### src/rtl/ones_pattern_gen.sv
// ones_pattern_gen: enumerates every WIDTH-bit word with exactly k bits set,
// in strictly ascending order, over a valid/ready stream. The successor of a
// word is found with the classic "next permutation with the same popcount"
// bit trick, using a priority encoder for the trailing-zero count.
module ones_pattern_gen #(
  parameter int WIDTH = 8,
  parameter int CNT_W = 4
) (
  input  logic             clk,
  input  logic             reset_n,
  input  logic             start,
  input  logic [CNT_W-1:0] numones,
  output logic             busy,
  output logic             out_valid,
  input  logic             out_ready,
  output logic [WIDTH-1:0] out_byte,
  output logic             out_last,
  output logic             err
);

  localparam int TZ_W = $clog2(WIDTH + 1);

  typedef enum logic {
    IDLE = 1'b0,
    EMIT = 1'b1
  } state_t;

  state_t           state_q, state_d;
  logic [CNT_W-1:0] k_q, k_d;
  logic [WIDTH-1:0] word_q, word_d;
  logic             last_q, last_d;
  logic             err_q, err_d;
  logic [WIDTH-1:0] succ_w;

  // Smallest word with k ones: all ones packed at the LSB end.
  function automatic logic [WIDTH-1:0] first_word(input logic [CNT_W-1:0] k);
    logic [WIDTH:0] one_w;
    one_w = (WIDTH + 1)'(1);
    return WIDTH'((one_w << k) - one_w);
  endfunction

  // Largest word with k ones: all ones packed at the MSB end.
  function automatic logic [WIDTH-1:0] last_word(input logic [CNT_W-1:0] k);
    return first_word(k) << (CNT_W'(WIDTH) - k);
  endfunction

  // Next-larger word with the same popcount. One extra bit keeps the carry
  // out of the ripple add so the shifted-down run of ones is computed right.
  function automatic logic [WIDTH-1:0] next_word(input logic [WIDTH-1:0] v);
    logic [WIDTH:0]  v1;
    logic [WIDTH:0]  c;
    logic [WIDTH:0]  r;
    logic [WIDTH:0]  x;
    logic [TZ_W-1:0] tz;
    v1 = {1'b0, v};
    c  = v1 & (-v1);
    r  = v1 + c;
    x  = (r ^ v1) >> 2;
    tz = '0;
    // c is one-hot, so a priority encoder yields its bit index directly.
    for (int i = WIDTH; i >= 0; i--) begin
      if (c[i]) tz = TZ_W'(i);
    end
    return WIDTH'(r | (x >> tz));
  endfunction

  assign succ_w = next_word(word_q);

  // State and datapath registers; reset clears everything immediately.
  always_ff @(posedge clk or negedge reset_n) begin
    if (!reset_n) begin
      state_q <= IDLE;
      k_q     <= '0;
      word_q  <= '0;
      last_q  <= 1'b0;
      err_q   <= 1'b0;
    end else begin
      state_q <= state_d;
      k_q     <= k_d;
      word_q  <= word_d;
      last_q  <= last_d;
      err_q   <= err_d;
    end
  end

  // Next-state: accept/reject start in IDLE, advance or finish on handshake in EMIT.
  always_comb begin
    state_d = state_q;
    k_d     = k_q;
    word_d  = word_q;
    last_d  = last_q;
    err_d   = 1'b0;
    unique case (state_q)
      IDLE: begin
        if (start) begin
          if (numones > CNT_W'(WIDTH)) begin
            err_d = 1'b1;
          end else begin
            k_d     = numones;
            word_d  = first_word(numones);
            last_d  = (first_word(numones) == last_word(numones));
            state_d = EMIT;
          end
        end
      end
      EMIT: begin
        if (out_ready) begin
          if (last_q) begin
            // Final word taken: drop back to IDLE, word value is held.
            last_d  = 1'b0;
            state_d = IDLE;
          end else begin
            word_d = succ_w;
            last_d = (succ_w == last_word(k_q));
          end
        end
      end
      default: state_d = IDLE;
    endcase
  end

  assign busy      = (state_q == EMIT);
  assign out_valid = (state_q == EMIT);
  assign out_byte  = word_q;
  assign out_last  = last_q;
  assign err       = err_q;

endmodule

### config.mk
export PLATFORM = sky130hd
export DESIGN_NAME = ones_pattern_gen
export DESIGN_NICKNAME = d
export VERILOG_FILES = /design/src/rtl/ones_pattern_gen.sv
export SDC_FILE = /design/constraint.sdc
export NUM_CORES = 1
export LEC_CHECK = 0
export ABC_AREA = 0
export BUFFER_PORTS_ARGS = -buffer_cell sky130_fd_sc_hd__buf_2
export CAP_MARGIN = 20
export CORE_UTILIZATION = 56
export CTS_CLUSTER_SIZE = 16
export DETAILED_ROUTE_END_ITERATION = 12
export GPL_TIMING_DRIVEN = 0
export PLACE_DENSITY = 0.8
export SLEW_MARGIN = 20
export SYNTH_ARGS = -nofsm -noshare
export SYNTH_HDL_FRONTEND = slang
export SYNTH_SLANG_ARGS = --single-unit
### constraint.sdc
create_clock -name clk -period 3.3 [get_ports clk]
set_input_delay 0.825 -clock clk [delete_from_list [all_inputs] [get_ports clk]]
set_output_delay 0.825 -clock clk [all_outputs]
set_load 0.01 [all_outputs]
== Word-level counts from Yosys, hierarchy flattened ==
Cells that the tools add are included.

* Memory bits (read-only): 0
* Bits in latches: 0
* Bits in writable memories: 0
* Word-level logic and storage cells: 58
* Bits of input ports: 8
* Memories: 0
* Register bits after elaboration: 15
* Output and inout bits: 12

* $mul: 0
* Reductions and logical operators: 3
* Bitwise operators: 5
* Equality and inequality tests: 6
* $lt $le $gt $ge: 1
* $add $sub $neg: 6
* Mux-type cells: 27
* Shift-type cells: 5
* Div/mod/pow operators: 0

{| class="wikitable"
|+ Operators with widths
! kind !! count
|-
| $mux W4 || 9
|-
| $mux W8 || 4
|-
| $eq A8 B8 Y1 || 2
|-
| $pmux W8 S2 || 1
|-
| $shl A1 B4 Y8 const A || 2
|-
| $shl A8 B4 Y8 || 2
|-
| $sub A8 B1 Y8 const B || 2
|-
| $mux W1 || 11
|-
| $add A8 B9 Y9 || 1
|-
| $and A8 B9 Y9 || 1
|-
| $neg A8 Y9 || 1
|-
| $xor A9 B8 Y9 || 1
|-
| $ne A2 B2 Y1 const B || 4
|-
| $or A8 B8 Y8 || 1
|-
| $shr A7 B4 Y8 || 1
|-
| $sub A4 B4 Y4 const A || 2
|-
| $reduce_and A3 Y1 || 2
|-
| $gt A4 B4 Y1 const B || 1
|-
| $pmux W1 S2 || 2
|-
| $reduce_and A4 Y1 || 1
|-
| $not A1 Y1 || 2
|}

== Logic depth before layout (Yosys ltp) ==
* Word-level depth: 17
* Depth in mapped cells: 17

== Worst setup path before layout ==
Ideal clock, no wire load.

* Path kind: input port to flip-flop
* Start: input port numones[0]
* End: register last_q, in the netlist out_last
* Setup slack: -0.522 ns
* Stages on the path: 17
* Library setup time: 0.076 ns
* Data required time: 3.224 ns
* Arrival: 3.745 ns
* Buffers on the path: 2
* Cell sequence: clkbuf_1 -> clkbuf_1 -> inv_1 -> ha_1 -> ha_1 -> nor2b_1 -> inv_1 -> ha_1 -> nand2_1 -> mux2i_1 -> a21o_1 -> mux2i_1 -> o221a_2 -> o2111ai_1 -> nor4_1 -> a31oi_1 -> o21ai_1

* Cells in the longest elaborated chain, start to end: 7
* Elaborated cells on any way between the ends: 11
* Classes of those cells: add/sub (2); order compare (1); eq/ne (2); shift (2); mux (3); reduce/logical (1)

{| class="wikitable"
|+ RTL lines
! what !! line !! source
|-
| start: declaration || 12 || <nowiki>input logic [CNT_W-1:0] numones,</nowiki>
|-
| $shl A1 B4 Y8 || 39 || <nowiki>return WIDTH'((one_w << k) - one_w);</nowiki>
|-
| $sub A8 B1 Y8 || 39 ||
|-
| $shl A8 B4 Y8 || 44 || <nowiki>return first_word(k) << (CNT_W'(WIDTH) - k);</nowiki>
|-
| $eq A8 B8 Y1 || 101 || <nowiki>last_d = (first_word(numones) == last_word(numones));</nowiki>
|-
| $mux W1 || 96 || <nowiki>if (numones > CNT_W'(WIDTH)) begin</nowiki>
|-
| $mux W1 || 95 || <nowiki>if (start) begin</nowiki>
|-
| $pmux W1 S2 || 93 || <nowiki>unique case (state_q)</nowiki>
|-
| end signal: assignment || 81 || <nowiki>last_q <= last_d;</nowiki>
|-
| end: declaration || 31 || <nowiki>logic last_q, last_d;</nowiki>
|}

Parallel ways exist; a longest one is shown, timed or not. The select of a mux whose other input is x is not followed.
A chain may end at the register's enable or synchronous reset.

== Worst setup path in the final report ==
Same ends and word-level chain as after synthesis.

==> out/results.txt <==
Vias/cell -> 6.64
Share of cells above drive strength 1 -> 0.217
Die height -> 71.7 µm
Pins Over Slew Limit -> 0
Outcome -> complete, no violations
Max Clock Freq -> 308 MHz
# rows -> 25
ANT cells -> 0
CP startpoint kind -> input pin
Clock Sinks -> 15
Drt drc -> 0
Worst hold path class -> input pin to async pin
Peak supply drop -> 0.362 mV
Sequential area share after synthesis -> 0.138
Synth async-reset ratio -> 1.00
Main flop type after synthesis -> dfrtp_1
Drt total wl -> 8220 µm
Avg Inst Size Synth -> 6.88 µm²
Hold_buf cts -> 0
GR Overflow Total -> 0
Crit Path Category -> input pin to flip-flop
Worst slew pin tran -> 0.694 ns
Count leader, synth -> nand2_1
Final setup violation count -> 0
Post-synth top cells -> nand2_1 (50), nor2_1 (32), a21oi_1 (26), o21ai_0 (26), clkbuf_1 (20)
DR iter-0 viols -> 425
Syn_nets -> 418
Yosys Warn Count -> 0
First-pass GRT wire length -> 12600 µm
Worst-Skew Late Latency -> 0.25 ns
Die width -> 71.7 µm
Yosys cell types -> 68
Rel. slew slack -> 0.534
Final #Nets -> 457
Max_cap viols -> 0
Power density over the cells -> 972 mW/mm²
Hold Violations, Final -> 0
First drt pass iteration count -> 6
Layout Cells excl Fill -> 488
Fillers -> 403
All-Layer GR Usage -> 0.304
Number of flops mapped to enable cells by yosys -> 0
Netlist Area Pre-Place -> 0.00272 mm²
Final worst slack -> 0.0530 ns
Final HPWL DP -> 5750 µm
Synth Instances -> 396
Initial antenna violation count -> 0
H-Tree Depth -> 1
Fin crit share -> 0.984
Clock-pin slew on the worst setup and hold paths -> 0.06 ns
CTS tree -> yes
Vias in the first global route -> 2751
Top cell type's share of synthesized area -> 0.138
Die area -> 0.00515 mm²
TritonCTS buffer count -> 3
Crit-path max FO -> 7
Worst slack at placement -> -0.660 ns
TNS Setup -> 0 ns
Boundary pin count -> 20
P_leak -> 1.31 nW
PortBufs -> 19
Root Driver -> clkbuf_8
WL per Instance -> 16.8 µm
Post-Place Cells -> 469
Clock skew -> 0.00120 ns
Final core occ -> 0.702
Number of synthesized register bits -> 15
Critical Path AT -> 3.37 ns
Unrepaired setup endpoints after global routing -> true
Core area -> 0.00469 mm²
Post-route ant nets -> 0
Post-route minimum period -> 3.25 ns
Area contributors post-synth -> dfrtp_1 (14%), nand2_1 (6.9%), ha_1 (6.4%)
WP data required -> 3.43 ns
Initial Util -> 0.581
Routability Congestion -> 0.929
Vias -> 3241
CP Capture Type -> flip-flop
Biggest area consumer among synthesized cells -> dfrtp_1
Clock Path Buffers -> 2
Largest net degree at the start of global routing -> 16
P&R area growth vs syn -> 20.9%
## area by class of cell
class,instances,area [µm²],share of cell area
Clock buffer,4,45.0,0.0137
Inverter,20,86.3,0.0262
Multi-Input combinational cell,336,2370,0.720
Timing Repair Buffer,36,233,0.0707
Sequential cell,15,378,0.115
Buffer,23,113,0.0342
Tap cell,54,67.6,0.0205
## cell families (layout without fill, tap and decap cells)
family          after synthesis  after routing  synth area share
xor+xnor                     10             10            0.0322
compound gates              124            124             0.315
flops                        15             15             0.138
buf+inv                      45             83            0.0638
simple gates                171            171             0.321
fa+ha+maj                    14             14            0.0643
mux                          17             17            0.0666
## registers in the layout, indices dropped and copies added, names as in the netlist
name      cells
k_q           4
busy          1
out_byte      8
err           1
out_last      1
## report_power, final
| part | switching (W) | internal, W |
|---|---|---|
| sequential | 0.000133 | 0.000266 |
| clock | 0.0000622 | 0.0000856 |
| combinational | 0.00158 | 0.00107 |
## cell usage in the layout (no fill, tap or decap), drive strengths merged, types with 4 or more instances in the layout
cell type / count
buf: 41
nand2: 50
mux2: 6
nor2b: 7
a21oi: 26
inv: 18
mux2i: 11
nor4: 8
xnor2: 5
nand2b: 13
a31oi: 4
o31ai: 4
clkbuf: 22
o211ai: 10
nor3: 17
o21ai: 33
nor2: 32
xor2: 5
a211oi: 7
nor3b: 6
dfrtp: 15
nand3: 14
or3: 5
ha: 14
## critical path: stages
cell and delay (ns):
buf_8 0.10, buf_12 0.13, inv_8 0.06, ha_4 0.14, ha_4 0.17, nor2b_4 0.18
inv_2 0.07, ha_4 0.19, nand2_2 0.06, mux2i_2 0.09, buf_4 0.18, a21oi_4 0.21
a21oi_1 0.11, o211a_1 0.22, o311a_1 0.36, a31oi_2 0.19, o21ai_1 0.09
## routing by layer
| layer | global-route usage | up-vias | routed length, µm |
|---|---|---|---|
| met1 | 0.393 | 1509 | 3390 |
| met5 | 0 | - | 0 |
| li1 | - | 1545 | - |
| met4 | 0.107 | 0 | 288 |
| met3 | 0.0183 | 34 | 470 |
| met2 | 0.536 | 153 | 4070 |
## worst paths after layout
check | from | to | slack (ns) | cells past startpoint
max in group asynchronous | reset_n | k_q[2] | 2.56 | 1
setup / recovery | numones[0] | out_last | 0.05 | 17
min in group clk | k_q[1] | k_q[1] | 0.63 | 2
setup reg to reg | k_q[0] | out_last | 0.22 | 15
hold reg to reg | k_q[1] | k_q[1] | 0.63 | 2
hold / removal | reset_n | out_byte[6] | 0.47 | 1
## repair_timing
action,in CTS,in global routing
resized for setup,17,36
endpoints found under the setup margin,1,1
buffers inserted,6,12
pin swaps,4,16
## through the flow
step / power [W] / instance area (µm²) / hold WS [ns]
final: 0.00320 / 3290 / 0.468
after global routing: 0.00349 / 3290 / 0.501
after CTS: 0.00306 / 3070 / 0.481
after detailed placement: 0.00287 / 2940 / 0.623
after global placement: 0.00282 / 2940 / 0.613
after floorplan: 0.00233 / 2780 / 0.529
Power figures use the tool's default switching activity.
